File: src/rtl/amp_meas_pkg.sv
// Shared constants and FSM state type for the amplifier gain meter.
`timescale 1ns/1ps
package amp_meas_pkg;

  localparam int DB_PER_OCT_Q8 = 1541;
  localparam int LOG_FRAC_BITS = 8;

  typedef enum logic [1:0] {
    IDLE  = 2'd0,
    ACCUM = 2'd1,
    LOG   = 2'd2,
    SCALE = 2'd3
  } meas_state_e;

endpackage

File: src/rtl/log2_approx.sv
// Piecewise-linear log2: MSB index as integer part, the bits below it as fraction.
`timescale 1ns/1ps
module log2_approx
  import amp_meas_pkg::*;
#(
  parameter int IW = 20,
  parameter int EW = $clog2(IW),
  parameter int OW = EW + LOG_FRAC_BITS
) (
  input  logic [IW-1:0] x,
  output logic [OW-1:0] value,
  output logic          is_zero
);

  logic [EW-1:0]            msb;
  logic [LOG_FRAC_BITS-1:0] frac;

  always_comb begin
    msb = '0;
    for (int i = 0; i < IW; i++) begin
      if (x[i]) msb = EW'(i);
    end
  end

  // Fraction bits that would fall below bit 0 are zero-filled.
  always_comb begin
    frac = '0;
    for (int j = 0; j < LOG_FRAC_BITS; j++) begin
      int idx;
      idx = int'(msb) - LOG_FRAC_BITS + j;
      if (idx >= 0) frac[j] = x[idx];
    end
  end

  assign value   = {msb, frac};
  assign is_zero = ~|x;

endmodule

File: src/rtl/amp_gain_meter.sv
// Windowed magnitude accumulation of amplifier in/out samples, reported as
// gain in dB (signed Q8.8) via log2 difference scaled by 20*log10(2).
//
// state | meaning
// IDLE  | waiting for start, result held
// ACCUM | summing |in| and |out| over N accepted samples
// LOG   | registering log2 of both sums
// SCALE | dB scaling, saturation, result_valid issue
`timescale 1ns/1ps
module amp_gain_meter
  import amp_meas_pkg::*;
#(
  parameter int W        = 12,
  parameter int LOG2_WIN = 8
) (
  input  logic                clk,
  input  logic                rst,
  input  logic                start,
  input  logic                sample_valid,
  input  logic signed [W-1:0] in_sample,
  input  logic signed [W-1:0] out_sample,
  output logic                busy,
  output logic                result_valid,
  output logic signed [15:0]  gain_db,
  output logic                zero_flag
);

  localparam int SW = W + LOG2_WIN;
  localparam int LW = $clog2(SW) + LOG_FRAC_BITS;
  localparam int PW = LW + 1 + 12;
  localparam logic signed [PW-1:0] K_DB   = PW'(DB_PER_OCT_Q8);
  localparam logic signed [PW-1:0] SAT_HI = PW'(32767);
  localparam logic signed [PW-1:0] SAT_LO = -PW'(32768);

  meas_state_e         state_q, state_d;
  logic [LOG2_WIN-1:0] cnt_q;
  logic [SW-1:0]       sum_in_q, sum_out_q;
  logic [LW-1:0]       l_in_q, l_out_q;
  logic                z_in_q, z_out_q;

  logic [W-1:0]        in_mag, out_mag;
  logic                accept, last;
  logic [LW-1:0]       l_in_c, l_out_c;
  logic                z_in_c, z_out_c;
  logic signed [LW:0]  d;
  logic signed [PW-1:0] p, p_sh;
  logic signed [15:0]  gain_c;
  logic                zf_c;

  // Negating -2^(W-1) wraps to 2^(W-1), which is exact as W-bit unsigned.
  assign in_mag  = in_sample[W-1]  ? (~in_sample)  + W'(1) : in_sample;
  assign out_mag = out_sample[W-1] ? (~out_sample) + W'(1) : out_sample;

  assign accept = (state_q == ACCUM) && sample_valid;
  assign last   = accept && (cnt_q == '1);
  assign busy   = (state_q != IDLE);

  log2_approx #(.IW(SW), .OW(LW)) u_log_in (
    .x       (sum_in_q),
    .value   (l_in_c),
    .is_zero (z_in_c)
  );

  log2_approx #(.IW(SW), .OW(LW)) u_log_out (
    .x       (sum_out_q),
    .value   (l_out_c),
    .is_zero (z_out_c)
  );

  always_ff @(posedge clk) begin
    if (rst) state_q <= IDLE;
    else     state_q <= state_d;
  end

  always_comb begin
    state_d = state_q;
    case (state_q)
      IDLE:    if (start) state_d = ACCUM;
      ACCUM:   if (last) state_d = LOG;
      LOG:     state_d = SCALE;
      SCALE:   state_d = IDLE;
      default: state_d = IDLE;
    endcase
  end

  always_comb begin
    d    = $signed({1'b0, l_out_q}) - $signed({1'b0, l_in_q});
    p    = PW'(d) * K_DB;
    p_sh = p >>> LOG_FRAC_BITS;
    zf_c = 1'b0;
    if (p_sh > SAT_HI)      gain_c = 16'sh7fff;
    else if (p_sh < SAT_LO) gain_c = 16'sh8000;
    else                    gain_c = p_sh[15:0];
    // An empty output sum wins over an empty input sum.
    if (z_out_q) begin
      gain_c = 16'sh8000;
      zf_c   = 1'b1;
    end else if (z_in_q) begin
      gain_c = 16'sh7fff;
      zf_c   = 1'b1;
    end
  end

  always_ff @(posedge clk) begin
    if (rst) begin
      cnt_q        <= '0;
      sum_in_q     <= '0;
      sum_out_q    <= '0;
      l_in_q       <= '0;
      l_out_q      <= '0;
      z_in_q       <= 1'b0;
      z_out_q      <= 1'b0;
      gain_db      <= '0;
      zero_flag    <= 1'b0;
      result_valid <= 1'b0;
    end else begin
      result_valid <= (state_q == SCALE);
      case (state_q)
        IDLE: begin
          if (start) begin
            cnt_q     <= '0;
            sum_in_q  <= '0;
            sum_out_q <= '0;
          end
        end
        ACCUM: begin
          if (accept) begin
            cnt_q     <= cnt_q + LOG2_WIN'(1);
            sum_in_q  <= sum_in_q + SW'(in_mag);
            sum_out_q <= sum_out_q + SW'(out_mag);
          end
        end
        LOG: begin
          l_in_q  <= l_in_c;
          l_out_q <= l_out_c;
          z_in_q  <= z_in_c;
          z_out_q <= z_out_c;
        end
        SCALE: begin
          gain_db   <= gain_c;
          zero_flag <= zf_c;
        end
        default: ;
      endcase
    end
  end

endmodule

File: config.mk
export PLATFORM = sky130hd
export DESIGN_NAME = amp_gain_meter
export DESIGN_NICKNAME = d
export VERILOG_FILES = /design/src/rtl/amp_meas_pkg.sv /design/src/rtl/log2_approx.sv /design/src/rtl/amp_gain_meter.sv
export SDC_FILE = /design/constraint.sdc
export NUM_CORES = 1
export LEC_CHECK = 0
export CAP_MARGIN = 5
export CORE_MARGIN = 8
export CORE_UTILIZATION = 60
export DETAILED_ROUTE_END_ITERATION = 6
export PLACE_DENSITY = 0.88
export SLEW_MARGIN = 15
export SYNTH_ARGS = -nofsm -noshare
export SYNTH_HDL_FRONTEND = slang
export SYNTH_SLANG_ARGS = --single-unit
File: constraint.sdc
create_clock -name clk -period 14.4 [get_ports clk]
set_clock_uncertainty 0.05 [all_clocks]
set_input_delay 2.88 -clock clk [delete_from_list [all_inputs] [get_ports clk]]
set_output_delay 2.88 -clock clk [all_outputs]
set_load 0.02 [all_outputs]
==> metrics.md, run 1 <==
| Metric | Value |
|---|---|
| Status | complete, no violations |
| Worst Path Arrival | slightly below 8000 ps |
| CP Capture Type | flip-flop |
| Worst R2R Setup Slack | 6800 ps |
| Post-Route Setup TNS | 0 ps |
| R2R depth | 28 |
| Final Max Slew Viols | 0 |
| CTS tree | built |
| Largest net degree at the start of global routing | 51 |
| First-pass GRT wire length | 50.6 mm |
| Antenna Cells | 0 |
| Commonest non-fill, non-tap cells in the layout | ha_1 (160), nor2_1 (119), inv_1 (103) |
| Cell taking the most area after synthesis | ha_1 |
| Most common cell after layout, fill and taps aside | ha_1 |
| Routed WL | 30.3 mm |
| Sink Count | 96 |
| DR vias/cell | 6.60 |
| Yosys warns | 0 |
| Async set-reset flop share out of synthesis | 0% |
| Net count after synthesis | 1,616 |
| Worst hold path type | flip-flop to flip-flop |
| Vias in the first global route | 10,549 |
| Synth Area per Inst | 8.18 um^2 |
| Slowest cell on the critical path | a21oi_1 |
| DRC violations left | 0 |
| CP most frequent cell | a21oi_1 |
| Initial Utilization | roughly 61% |
| Fillers | 1,534 |
| Initial antenna violation count | 0 |
| Rows | 50 |
| Final min period | 7600 ps |
| RSZ-0062 raised after global routing | false |
| Worst reg2reg endpoint | gain_db[12] |
| Full die area | 0.0239 mm^2 |
| Layout area overhead | 7.24% |
| Post-DP HPWL | about 23 mm |
| CP endpoint | gain_db[12] |
| Final GP Congestion | approximately 0.92 |
| Root buffer cell | clkbuf_16 |
| Synth Register Bits | 96 |
| Drt pass-1 iters | 6 |
| Sequential area share after synthesis | 16.7% |
| Highest Clock Rate | 132 MHz |
| Startpoint types | flip-flop |
| H-tree Lvls | 3 |
| Finished Layout Cells | 1,645 |
| Initial DRC count | 1,003 |
| Worst relative slew slack | 20.6% |
| Num CTS Buffers | 9 |
| Period utilization | between 50% and 60% |
| Routed via count | 10,861 |
| Setup crit start | l_out_q[0] |
| Max-Cap Viols | 0 |
| Worst Tran Pin Value | 1190 ps |
| Post-route ant nets | 0 |
| Area share of the largest cell type after synthesis | 17.4% |
| Post-synth EDFFs | 0 |
| Final hold vios | 0 |
| Mapped Cells | ~1,400 |
| IO Pins | 47 |
| Worst-path clk slew | 70 ps |
| Worst R2R Start | l_out_q[0] |
| Max Buffers Root-to-Sink | 2 |
| Cell variety after synth | 89 |
| GRT Resource Usage Total | 25.2% |
| Postcts setup bufs | 0 |
| DIE WIDTH | between 150 and 200 um |
| Total grt overflow | 0 |
| IO buf count | 46 |
| Hold Buf Count CTS | 0 |
| Main synth FF type | dfxtp_1 |
| WS Path Type | flip-flop to flip-flop |
| Crit-path max cell delay | ~830 ps |
| Final nets | 1,615 |
| CP Max Fanout | 14 |
| Placed insts | 1,629 |
| Core Area | 0.0188 mm^2 |
| Share of cells above drive strength 1 | roughly 5.5% |
| Clock Latency Late Sink | approximately 360 ps |
| Die height | 154 um |
| Finish-stage setup viols | 0 |
| Per-cell routed wire length | roughly 18 um |
| Util after Layout | around 66% |
| WP data required | 14,630 ps |
| Area contributors post-synth | ha_1 (17%), dfxtp_1 (17%), xnor2_1 (5.3%) |
| CTS resizes | 0 |
| Synth Cell Area | 0.0115 mm^2 |
[kinds of logic after synthesis]
group,Yosys count,share of synthesized area (%)
and+or+nand+nor,406,17.4
AOI/OAI and AO/OA,384,22.7
adders and majority gates,181,21.1
buffers and inverters,175,6.04
DFF,96,16.7
xor gates and xnor gates,93,7.08
muxes,72,8.97
[cell usage after synthesis (17+ instances only)]
cell type and count:
mux4_2 19, fa_1 21, or3_1 25, dfxtp_1 96, nor3_1 30, a211oi_1 21
xor2_1 24, ha_1 160, nor2_1 119, clkbuf_1 44, a22oi_1 24, o211ai_1 18
xnor2_1 69, nor2b_1 17, inv_1 103, o31ai_1 25, a21oi_1 82, nand3_1 39
nand2_1 93, o21ai_0 68, mux2i_1 42
[area by class of cell]
type / count / area (um^2) / share of cell area (%)
flip-flops and latches: 96 / 1920 / 15.6
multi-input cells: 1136 / 8910 / 72.2
inverters: 113 / 424 / 3.44
clock inverters: 7 / 81.3 / 0.659
clock buffers: 9 / 225 / 1.83
well taps: 234 / 293 / 2.37
repair buffers: 50 / 485 / 3.93
[per-stage QoR]
stage | cell area [um^2] | hold WS [ps] | worst slack (ps)
floorplan | 11500 | 379 | 7830
global placement | 12000 | 391 | 7310
detailed placement | 12000 | 408 | 6960
CTS | 12300 | 425 | 6920
global route | 12300 | 462 | 6340
finish | 12300 | 422 | 6800
[registers in the layout (all words and copies together) (netlist names)]
| register | flops |
|---|---|
| sum_in_q | 20 |
| sum_out_q | 20 |
| gain_db | 16 |
| l_in_q | 13 |
| l_out_q | 13 |
| cnt_q | 8 |
| state_q | 2 |
| result_valid | 1 |
| z_in_q | 1 |
| z_out_q | 1 |
| zero_flag | 1 |
[critical path: cells and delay by family, from the launching register on]
kind                     cells  cell delay, ps
XOR/XNOR                     1             240
buffers and inverters        4             200
AND/OR/NAND/NOR              2             550
flip-flops                   1             320
adder cells (fa/ha/maj)      7            2650
AO/OA/AOI/OAI               14            3520
[worst min path at each step]
stage	slack, ps	endpoint	from	cells after the start
floorplan	380	l_out_q[6]	l_out_q[6]	2
global placement	390	gain_db[14]	gain_db[14]	2
detailed placement	410	gain_db[14]	gain_db[14]	2
CTS	420	gain_db[14]	gain_db[14]	2
global route	460	l_out_q[4]	l_out_q[4]	1
finish	420	gain_db[14]	gain_db[14]	2
[per-layer routing]
layer  share of wire, %  track usage, %
met5                  0               0
met1                 41            30.2
met2                 48            43.1
met3                6.9            4.57
met4                4.0            11.9
Power of run 1 is not shown: default switching activity piles up to over one toggle a cycle in this logic, so the estimate is an artifact.
==> run 2: changes to the inputs <==
Clock period 14.4 ns to 7.1 ns, I/O delays scaled along.
==> run 2 against run 1 <==
  * Via count fell by 0.29%
  * Cell count rose by 0.24%
  * Clock-buffer cell count unchanged
  * Flip-flop and latch count stayed put
  * Die area is the same
  * Non-clock buffer count rose by 4
  * Maximum frequency up 13%
  * Worst hold slack barely moved
  * First-iteration DRC count is 9.0% lower
  * Worst setup slack lost 6400 ps
  * Critical endpoint unchanged
==> metrics.md, run 2 (synthesis gave the netlist of run 1 again) <==
| Metric | Value |
|---|---|
| GRT Resource Usage Total | 24.9% (was 25.2%) |
| WP data required | 7340 ps (was 14,630 ps) |
| Per-cell routed wire length | 18.0 um (was 18.4 um) |
| Final GP Congestion | 0.938 (was 0.924) |
| Fillers | 1,534 (unchanged) |
| IO buf count | 46 (unchanged) |
| Post-Route Setup TNS | 0 ps (unchanged) |
| Final Max Slew Viols | 0 (unchanged) |
| DRC violations left | 0 (unchanged) |
| Initial DRC count | 913 (was 1,003) |
| GRT Max-Usage Layer | met2 (unchanged) |
| IO Pins | 47 (unchanged) |
| Share of cells above drive strength 1 | 6.15% (was 5.46%) |
| Initial antenna violation count | 0 (unchanged) |
| Finish-stage setup viols | 0 (unchanged) |
| Crit-path max cell delay | 530 ps (was 830 ps) |
| Startpoint types | flip-flop (unchanged) |
| Max-Cap Viols | 0 (unchanged) |
| Final nets | 1,619 (was 1,615) |
| Rows | 50 (unchanged) |
| Commonest non-fill, non-tap cells in the layout | ha_1 (160), nor2_1 (119), inv_1 (103) (unchanged) |
| Worst Tran Pin Value | 1120 ps (was 1190 ps) |
| CTS tree | built (unchanged) |
| Highest Clock Rate | 149 MHz (was 132 MHz) |
| Post-route ant nets | 0 (unchanged) |
| Largest net degree at the start of global routing | 50 (was 51) |
| Final hold vios | 0 (unchanged) |
| Total grt overflow | 0 (unchanged) |
| Slowest cell on the critical path | fa_1 (was a21oi_1) |
| Root buffer cell | clkbuf_16 (unchanged) |
| Max Buffers Root-to-Sink | 2 (unchanged) |
| Post-DP HPWL | 23.0 mm (was 23.3 mm) |
| Period utilization | 94.8% (was 52.8%) |
| CP most frequent cell | ha_1 (was a21oi_1) |
| Full die area | 0.0239 mm^2 (unchanged) |
| Routed WL | 29.8 mm (was 30.3 mm) |
| GR Util met3 | 3.98% (was 4.57%) |
| Routed via count | 10,829 (was 10,861) |
| DR vias/cell | 6.57 (was 6.60) |
| Worst hold path type | flip-flop to flip-flop (unchanged) |
| Sink Count | 96 (unchanged) |
| Status | complete, no violations (unchanged) |
| GR met2 Demand/Resource | 42.9% (was 43.1%) |
| Drt pass-1 iters | 5 (was 6) |
| Worst Path Arrival | 6980 ps (was 7840 ps) |
| Worst relative slew slack | 25.2% (was 20.6%) |
| Layout area overhead | 7.57% (was 7.24%) |
| Hold Buf Count CTS | 0 (unchanged) |
| Final hold slack | 421 ps (was 422 ps) |
| Core Area | 0.0188 mm^2 (unchanged) |
| Clock Latency Late Sink | 370 ps (was 360 ps) |
| Antenna Cells | 0 (unchanged) |
| CP Capture Type | flip-flop (unchanged) |
| WS Path Type | flip-flop to flip-flop (unchanged) |
| CP Max Fanout | 14 (unchanged) |
| DIE WIDTH | 154 um (unchanged) |
| Die height | 154 um (unchanged) |
| First-pass GRT wire length | 49.8 mm (was 50.6 mm) |
| Most common cell after layout, fill and taps aside | ha_1 (unchanged) |
| Final min period | 6730 ps (was 7600 ps) |
| Vias in the first global route | 10,477 (was 10,549) |
| H-tree Lvls | 3 (unchanged) |
| Num CTS Buffers | 9 (unchanged) |
| Worst-path clk slew | 80 ps (was 70 ps) |
| Initial Utilization | 61.3% (unchanged) |
| Grt met1 use | 29.3% (was 30.2%) |
| Top Registers | sum_in_q x20, sum_out_q x20, gain_db x16 (unchanged) |
-- run 2: changes by cell type in the layout (fill, tap and decap cells not counted), sizes merged --
| cell | before | now |
|---|---|---|
| clkinvlp | 0 | 1 |
| buf | 5 | 9 |
| bufinv | 1 | 0 |
-- run 2: what timing repair did --
action	CTS	global route
buffers inserted	0	1
resized for setup	0	7
setup endpoints to repair	0	16
-- run 2: metrics by stage --
step / instance area (um^2) / std cells / worst slack, ps / utilization, %
after global routing: 12400 / 1649 / -63.1 / 65.9
after floorplan: 11500 / 1407 / 527 / -
after CTS: 12300 / 1648 / 139 / 65.7
after detailed placement: 12000 / 1632 / 161 / 64.2
final: 12400 / 1649 / 368 / 65.9
after global placement: 12000 / 1632 / 473 / 64.2
-- run 2: layer usage --
| layer | vias up | part of all wire [%] |
|---|---|---|
| li1 | 5180 | - |
| met1 | 5068 | 41 |
| met2 | 483 | 48 |
| met3 | 98 | 6.6 |
| met4 | 0 | 4.1 |
| met5 | - | 0 |
-- run 2: critical path, delay by kind of cell, from the launching register on --
kind	cells	cell delay, ps
AND/OR/NAND/NOR	2	500
adder cells (fa/ha/maj)	7	2580
flip-flops	1	340
AO/OA/AOI/OAI	14	2520
XOR/XNOR	1	140
buffers and inverters	5	530
-- run 2: layout make-up --
class                      count  area, um^2  area share, %
multi-input combinational   1136        8930           72.2
sequential                    96        1920           15.5
timing repair buffer          54         519           4.20
inverter                     113         424           3.43
tap                          234         293           2.37
clock buffer                   9         225           1.82
clock inverter                 7        58.8          0.475
-- run 2: path summary, 6_finish.rpt --
path	startpoint	to	slack [ps]	depth (start not counted)
min	l_in_q[4]	l_in_q[4]	420	1
min reg2reg	l_in_q[4]	l_in_q[4]	420	1
max	l_in_q[0]	gain_db[12]	370	29
max reg2reg	l_in_q[0]	gain_db[12]	370	29
Power of run 2 is left out for the same reason.
==> run 3: changes to the inputs <==
Settings changed: PLACE_DENSITY 0.88 to 0.85.
==> run 3 against run 2 <==
  * Worst setup slack better by 85 ps
  * Sequential share of layout area hardly changed
  * Worst hold slack worse by 3.7 ps
  * Cell count barely moved
  * Critical path type unchanged
  * Highest routed layer unchanged
==> metrics.md, run 3 (synthesis gave the netlist of run 1 again) <==
| Metric | Value |
|---|---|
| Worst relative slew slack | 22.1% (was 25.2%) |
| Hold Path Cell Cnt | 2 (was 1) |
| Startpoint types | flip-flop (unchanged) |
| CP Max Fanout | 14 (unchanged) |
| Worst reg2reg endpoint | gain_db[0] (was gain_db[12]) |
| Clock Latency Late Sink | 360 ps (was 370 ps) |
| Initial Utilization | 61.3% (unchanged) |
| IO buf count | 46 (unchanged) |
| Initial DRC count | 850 (was 913) |
| Largest net degree at the start of global routing | 50 (unchanged) |
| DR vias/cell | 6.49 (was 6.57) |
| CP Capture Type | flip-flop (unchanged) |
| Final Max Slew Viols | 0 (unchanged) |
| Core Area | 0.0188 mm^2 (unchanged) |
| WP data required | 7320 ps (was 7340 ps) |
| Drt pass-1 iters | 6 (was 5) |
| Worst-path clk slew | 80 ps (about the same) |
| Worst R2R Start | l_out_q[0] (was l_in_q[0]) |
| Worst R2R Setup Slack | 450 ps (was 370 ps) |
| Final worst slack | 452 ps (was 368 ps) |
| Per-cell routed wire length | 17.9 um (was 18.0 um) |
| Worst Path Arrival | 6870 ps (was 6980 ps) |
| Hold worst-path end | gain_db[14] (was l_in_q[4]) |
| Highest Clock Rate | 150 MHz (was 149 MHz) |
| CTS tree | built (unchanged) |
| Placed cell areas | 0.0121 mm^2 (was 0.0120 mm^2) |
| Share of cells above drive strength 1 | 6.29% (was 6.15%) |
| DIE WIDTH | 154 um (unchanged) |
| Die height | 154 um (unchanged) |
| Final nets | 1,620 (was 1,619) |
| Routed WL | 29.6 mm (was 29.8 mm) |
| Most common cell after layout, fill and taps aside | ha_1 (unchanged) |
| Final hold vios | 0 (unchanged) |
| Dpl ws | 200 ps (was 161 ps) |
| H-tree Lvls | 3 (unchanged) |
| Post-route ant nets | 0 (unchanged) |
| Hold Buf Count CTS | 0 (unchanged) |
| Worst hold start | gain_db[14] (was l_in_q[4]) |
| Rows | 50 (unchanged) |
| IO Pins | 47 (unchanged) |
| Initial antenna violation count | 0 (unchanged) |
| Total grt overflow | 0 (unchanged) |
| DRC violations left | 0 (unchanged) |
| First-pass GRT wire length | 49.7 mm (was 49.8 mm) |
| Finish-stage setup viols | 0 (unchanged) |
| Antenna Cells | 0 (unchanged) |
| Num CTS Buffers | 9 (unchanged) |
| Root buffer cell | clkbuf_16 (unchanged) |
| Setup crit start | l_out_q[0] (was l_in_q[0]) |
| Status | complete, no violations (unchanged) |
| GRT Resource Usage Total | 24.8% (was 24.9%) |
| Max-Cap Viols | 0 (unchanged) |
| Final min period | 6650 ps (was 6730 ps) |
| Worst Tran Pin Value | 1170 ps (was 1120 ps) |
| Slowest cell on the critical path | fa_1 (unchanged) |
| CP most frequent cell | ha_1 (unchanged) |
| Final hold slack | 418 ps (was 421 ps) |
| Worst hold path type | flip-flop to flip-flop (unchanged) |
| WS Path Type | flip-flop to flip-flop (unchanged) |
| Vias in the first global route | 10,295 (was 10,477) |
| Util after Layout | 66.1% (was 65.9%) |
| Final GP Congestion | 0.947 (was 0.938) |
| R2R depth | 29 (unchanged) |
| Max Buffers Root-to-Sink | 2 (unchanged) |
| Commonest non-fill, non-tap cells in the layout | ha_1 (160), nor2_1 (119), inv_1 (103) (unchanged) |
| Layout area overhead | 7.82% (was 7.57%) |
| Sink Count | 96 (unchanged) |
| Crit-path max cell delay | 470 ps (was 530 ps) |
| Period utilization | 93.6% (was 94.8%) |
| Full die area | 0.0239 mm^2 (unchanged) |
| Fin area | 0.0124 mm^2 (about the same) |
| Top Registers | sum_in_q x20, sum_out_q x20, gain_db x16 (unchanged) |
| Routed via count | 10,716 (was 10,829) |
| Post-DP HPWL | 23.0 mm (about the same) |
-- run 3: worst max-delay path by stage --
stage	to	slack (ps)
after floorplan	gain_db[12]	530
after detailed placement	gain_db[3]	200
after global placement	gain_db[12]	510
after global routing	gain_db[6]	-50
after CTS	gain_db[0]	180
final	gain_db[0]	450
-- run 3: repair_timing --
| action | 4_1_cts | 5_1_grt |
|---|---|---|
| buffers inserted | 0 | 1 |
| endpoints found under the setup margin | 0 | 16 |
| resized for setup | 0 | 10 |
-- run 3: critical path: cells and delay by family, from the launching register on --
family                   cells  cell delay, ps
XOR/XNOR                     1             180
AND/OR/NAND/NOR              3             680
flip-flops                   1             310
buffers and inverters        3             300
adder cells (fa/ha/maj)      8            2620
AO/OA/AOI/OAI               14            2450
-- run 3: per-layer routing --
metal / vias to the layer above / GRT usage (%) / wire [um]
li1: 5179 / - / -
met3: 95 / 3.96 / 1770
met4: 0 / 9.80 / 984
met1: 5048 / 30.5 / 12600
met5: - / 0 / 0
met2: 394 / 42.7 / 14200
-- run 3: area by class of cell --
type	count	area, um^2
clock buffer	10	239
clock inverter	6	51.3
fill	1516	6360
inverter	113	424
multi-input combinational	1136	8950
sequential	96	1920
tap	234	293
timing repair buffer	55	527
-- run 3: through the flow --
step / instances / setup TNS, ps
after floorplan: 1407 / 0
after global placement: 1633 / 0
after detailed placement: 1633 / 0
after CTS: 1649 / 0
after global routing: 1650 / -65.2
final: 1650 / 0
Power of run 3 is left out for the same reason.
==> variant 1: new RTL, config.mk and constraints of run 2 <==
The output `result_valid` loses its register stage (`result_valid` becomes a continuous assignment).
--- a/src/rtl/amp_gain_meter.sv
+++ b/src/rtl/amp_gain_meter.sv
@@ -113,7 +113,5 @@
       gain_db      <= '0;
       zero_flag    <= 1'b0;
-      result_valid <= 1'b0;
     end else begin
-      result_valid <= (state_q == SCALE);
       case (state_q)
         IDLE: begin
@@ -146,4 +144,6 @@
   end
 
+  assign result_valid = (state_q == SCALE);
+
 endmodule
 
Formal check against the unedited RTL: no difference found for any inputs over 10 cycles, from zero or initial values and one cycle with rst high; that may be too few to reach the edited logic, so the function may still have changed.
==> variant 1 against run 2 <==
Design area grew 1.4%; area after synthesis grew 2.7%; core utilization shrank 1.2 points; setup slack gained 0.093 ns; sequential cell count shrank 1; critical path type unchanged; wire length grew 2.6%; global-route usage grew 0.20 points.
Power is left out: the tool's default activity adds up to more than one toggle a clock period on the data nets, which glitch-free logic cannot reach.
==> variant 1: results <==
export IMPL_tightest_slew_ns=1.16
export IMPL_cp_data_arrival_time_ns=6.81
export IMPL_synth_common_cells="ha_1 (160), nor2_1 (139), nand2_1 (125), dfxtp_1 (95), a21oi_1 (94)"
export IMPL_yosysWarnings=0
export IMPL_totalWireLength_mm=30.5
export IMPL_muxShareOfSynthArea_pct=6.04
export IMPL_cp_max_fo=15
export IMPL_critPathMaxStageDelay_ns=0.54
export IMPL_met2_length_mm=14.7
export IMPL_outcome="finished, final reports clean"
export IMPL_synth_xor_area_share_pct=7.86
export IMPL_setup_violations=0
export IMPL_gp_congestion=0.970
export IMPL_drtIter0Drc=1049
export IMPL_grt_max_degree=45
export IMPL_drt_first_pass_iters=6
export IMPL_grt_usage_pct=25.1
export IMPL_synth_compound_area_share_pct=23.0
export IMPL_async_reset_ff_share_pct=0
export IMPL_synth_fa_ha_area_share_pct=20.5
export IMPL_viasPerCell=6.44
export IMPL_critPathSlowestCell="fa_1"
export IMPL_grt_pass1_wl_mm=51.4
export IMPL_wl_met3_mm=1.79
export IMPL_grt_pass1_vias=10980
export IMPL_dp_slack_ns=0.316
export IMPL_syn_nets=1706
export IMPL_synth_cell_types=91
export IMPL_seq_area_frac_synth_pct=16.1
export IMPL_clk_latency_ns=0.37
export IMPL_drive_above_1_share_pct=6.46
export IMPL_met1_length_mm=12.6
export IMPL_antenna_cells=0
export IMPL_dp_hpwl_mm=23.2
export IMPL_yosys_top_cells_area="ha_1 (17%), dfxtp_1 (16%), xnor2_1 (6.3%)"
export IMPL_root_buffer="clkbuf_16"
export IMPL_cts_htree_levels=3
[variant 1: path summary, 6_finish.rpt]
check / startpoint / endpoint / slack, ns / cells after the start
worst max-delay path: l_out_q[0] / gain_db[9] / 0.46 / 28
worst min-delay path: z_out_q / z_out_q / 0.42 / 2
worst max register to register: l_out_q[0] / gain_db[9] / 0.46 / 28
worst min register to register: z_out_q / z_out_q / 0.42 / 2
[variant 1: layout make-up]
type / instances / area (sq um)
well taps: 265 / 332
fillers: 1628 / 6850
clock inverters: 6 / 45.0
flip-flops and latches: 95 / 1900
multi-input cells: 1212 / 9170
clock buffers: 10 / 229
inverters: 95 / 357
repair buffers: 53 / 520
[variant 1: what timing repair did]
action / in CTS / in global routing
buffers inserted: 0 / 1
resized for setup: 0 / 1
setup endpoints to repair: 0 / 15
[variant 1: metrics by stage]
stage | std cells | hold WS, ns | instance area (sq um)
2_1_floorplan | 1497 | 0.375 | 11800
3_3_place_gp | 1719 | 0.394 | 12200
3_5_place_dp | 1719 | 0.407 | 12200
4_1_cts | 1735 | 0.419 | 12500
5_1_grt | 1736 | 0.444 | 12600
6_report | 1736 | 0.420 | 12600
[variant 1: logic make-up (layout without fill, tap and decap cells)]
kind of cell    Yosys count  count (layout)
compound gates          394             394
flops                    95              95
fa+ha+maj               181             181
simple gates            484             484
buf+inv                 190             164
xor+xnor                106             106
mux                      47              47
[variant 1: worst reg2reg max path: cells and delay by family, from the launching register on]
family          cells  cell delay [ns]
buf+inv             4             0.25
compound gates     13             2.50
fa+ha+maj           7             2.59
flops               1             0.31
simple gates        2             0.30
xor+xnor            2             0.54
[variant 1: layer usage]
layer,GRT usage (%),up-vias
met3,3.64,115
li1,-,5385
met4,14.3,0
met5,0,-
met2,43.7,505
met1,29.0,5180
==> variant 2: new RTL, config.mk and constraints of run 2 <==
Without the edit above. `LOG_FRAC_BITS`: 8 -> 10.
--- a/src/rtl/amp_meas_pkg.sv
+++ b/src/rtl/amp_meas_pkg.sv
@@ -4,5 +4,5 @@
 
   localparam int DB_PER_OCT_Q8 = 1541;
-  localparam int LOG_FRAC_BITS = 8;
+  localparam int LOG_FRAC_BITS = 10;
 
   typedef enum logic [1:0] {
Formal check against the unedited RTL: same outputs for any inputs over 10 cycles, from zero or initial values and one cycle with rst high; that may be too few to reach the edited logic, so the function may still have changed.
==> variant 2 against run 2 <==
Sequential cell count increased by 4; sequential share of layout area decreased by 0.20 points; non-clock buffer count increased by 6; final cell count increased by 6.9%; via count increased by 4.4%; wire length increased by 4.9%; critical path depth decreased by 2; area after synthesis increased by 5.4%; setup slack improved by 0.046 ns; synthesized cell count increased by 6.1%; first-iteration DRC count increased by 9.3%; design area increased by 5.5%.
Power is not shown: default switching activity piles up to over one toggle a cycle in this logic, so the estimate is an artifact.
==> variant 2: results <==
export IMPL_holdPathEnd="l_out_q[0]"
export IMPL_dp_slack_ns=0.0158
export IMPL_wl_met3_mm=2.21
export IMPL_grt_usage_pct=25.1
export IMPL_reg2reg_slack_ns=0.41
export IMPL_drt_first_pass_iters=7
export IMPL_outcome="finished, final reports clean"
export IMPL_gp_congestion=0.983
export IMPL_synth_common_cells="ha_1 (176), nor2_1 (132), nand2_1 (120), inv_1 (107), a21oi_1 (106)"
export IMPL_avgRoutedWirePerCell_um=17.7
export IMPL_cp_data_arrival_time_ns=6.89
export IMPL_regToRegEndpoint="gain_db[2]"
export IMPL_slew_headroom_pct=31.7
export IMPL_seq_area_frac_synth_pct=16.5
export IMPL_dp_cells=1746
export IMPL_synth_cell_types=80
export IMPL_met1_usage_pct=29.5
export IMPL_totalWireLength_mm=31.2
export IMPL_vias=11308
export IMPL_rr_worst_depth=27
export IMPL_use_met2_pct=44.5
export IMPL_drive_above_1_share_pct=6.70
export IMPL_grt_pass1_wl_mm=51.5
export IMPL_cp_max_fo=15
export IMPL_yosys_top_cells_area="ha_1 (18%), dfxtp_1 (17%), xnor2_1 (5.3%)"
export IMPL_placed_area_sq_um=12700
## variant 2: cell families after synthesis
family / synth area share [%]
and+or+nand+nor: 18.4
AOI/OAI and AO/OA: 20.0
adders and majority gates: 22.3
buffers and inverters: 6.18
xor gates and xnor gates: 7.36
DFF: 16.5
muxes: 9.25
## variant 2: worst max-delay path, cell delays in order (launching register included)
cell and delay (ns):
dfxtp_1 0.33, inv_1 0.04, ha_1 0.20, fa_1 0.41
nor2b_1 0.11, o21ai_0 0.10, a21oi_1 0.21, o21ai_0 0.13
a21boi_1 0.26, o21ai_0 0.19, a31o_2 0.26, a211o_1 0.32
ha_1 0.33, ha_1 0.31, fa_1 0.48, inv_1 0.05
fa_1 0.53, inv_1 0.04, ha_1 0.36, a21o_1 0.19
a21o_1 0.17, a21o_1 0.18, o21ai_1 0.25, a21oi_1 0.14
or3_1 0.35, nand3_1 0.13, a21boi_4 0.13, a221o_1 0.32
## variant 2: repair_timing
| action | in CTS | in global routing |
|---|---|---|
| endpoints found under the setup margin | 15 | 15 |
| gates resized for setup | 1 | 5 |
| hold buffers | 0 | 0 |
| setup buffers | 0 | 0 |
| cloned | 0 | 0 |
## variant 2: area by class of cell
cell class	instances	area, sq um
clock buffer	11	243
clock inverter	5	65.1
fill	1692	6980
inverter	113	429
multi-input combinational	1203	9420
sequential	100	2000
tap	270	338
timing repair buffer	60	561
## variant 2: worst max path at each step
stage / cells past startpoint / start / endpoint / slack, ns
global route: 28 / l_out_q[0] / gain_db[7] / 0.01
floorplan: 25 / l_in_q[1] / gain_db[10] / 0.08
finish: 27 / l_out_q[0] / gain_db[2] / 0.41
global placement: 27 / l_out_q[0] / gain_db[1] / 0.23
detailed placement: 27 / l_out_q[0] / gain_db[2] / 0.02
CTS: 27 / l_out_q[0] / gain_db[2] / 0.20
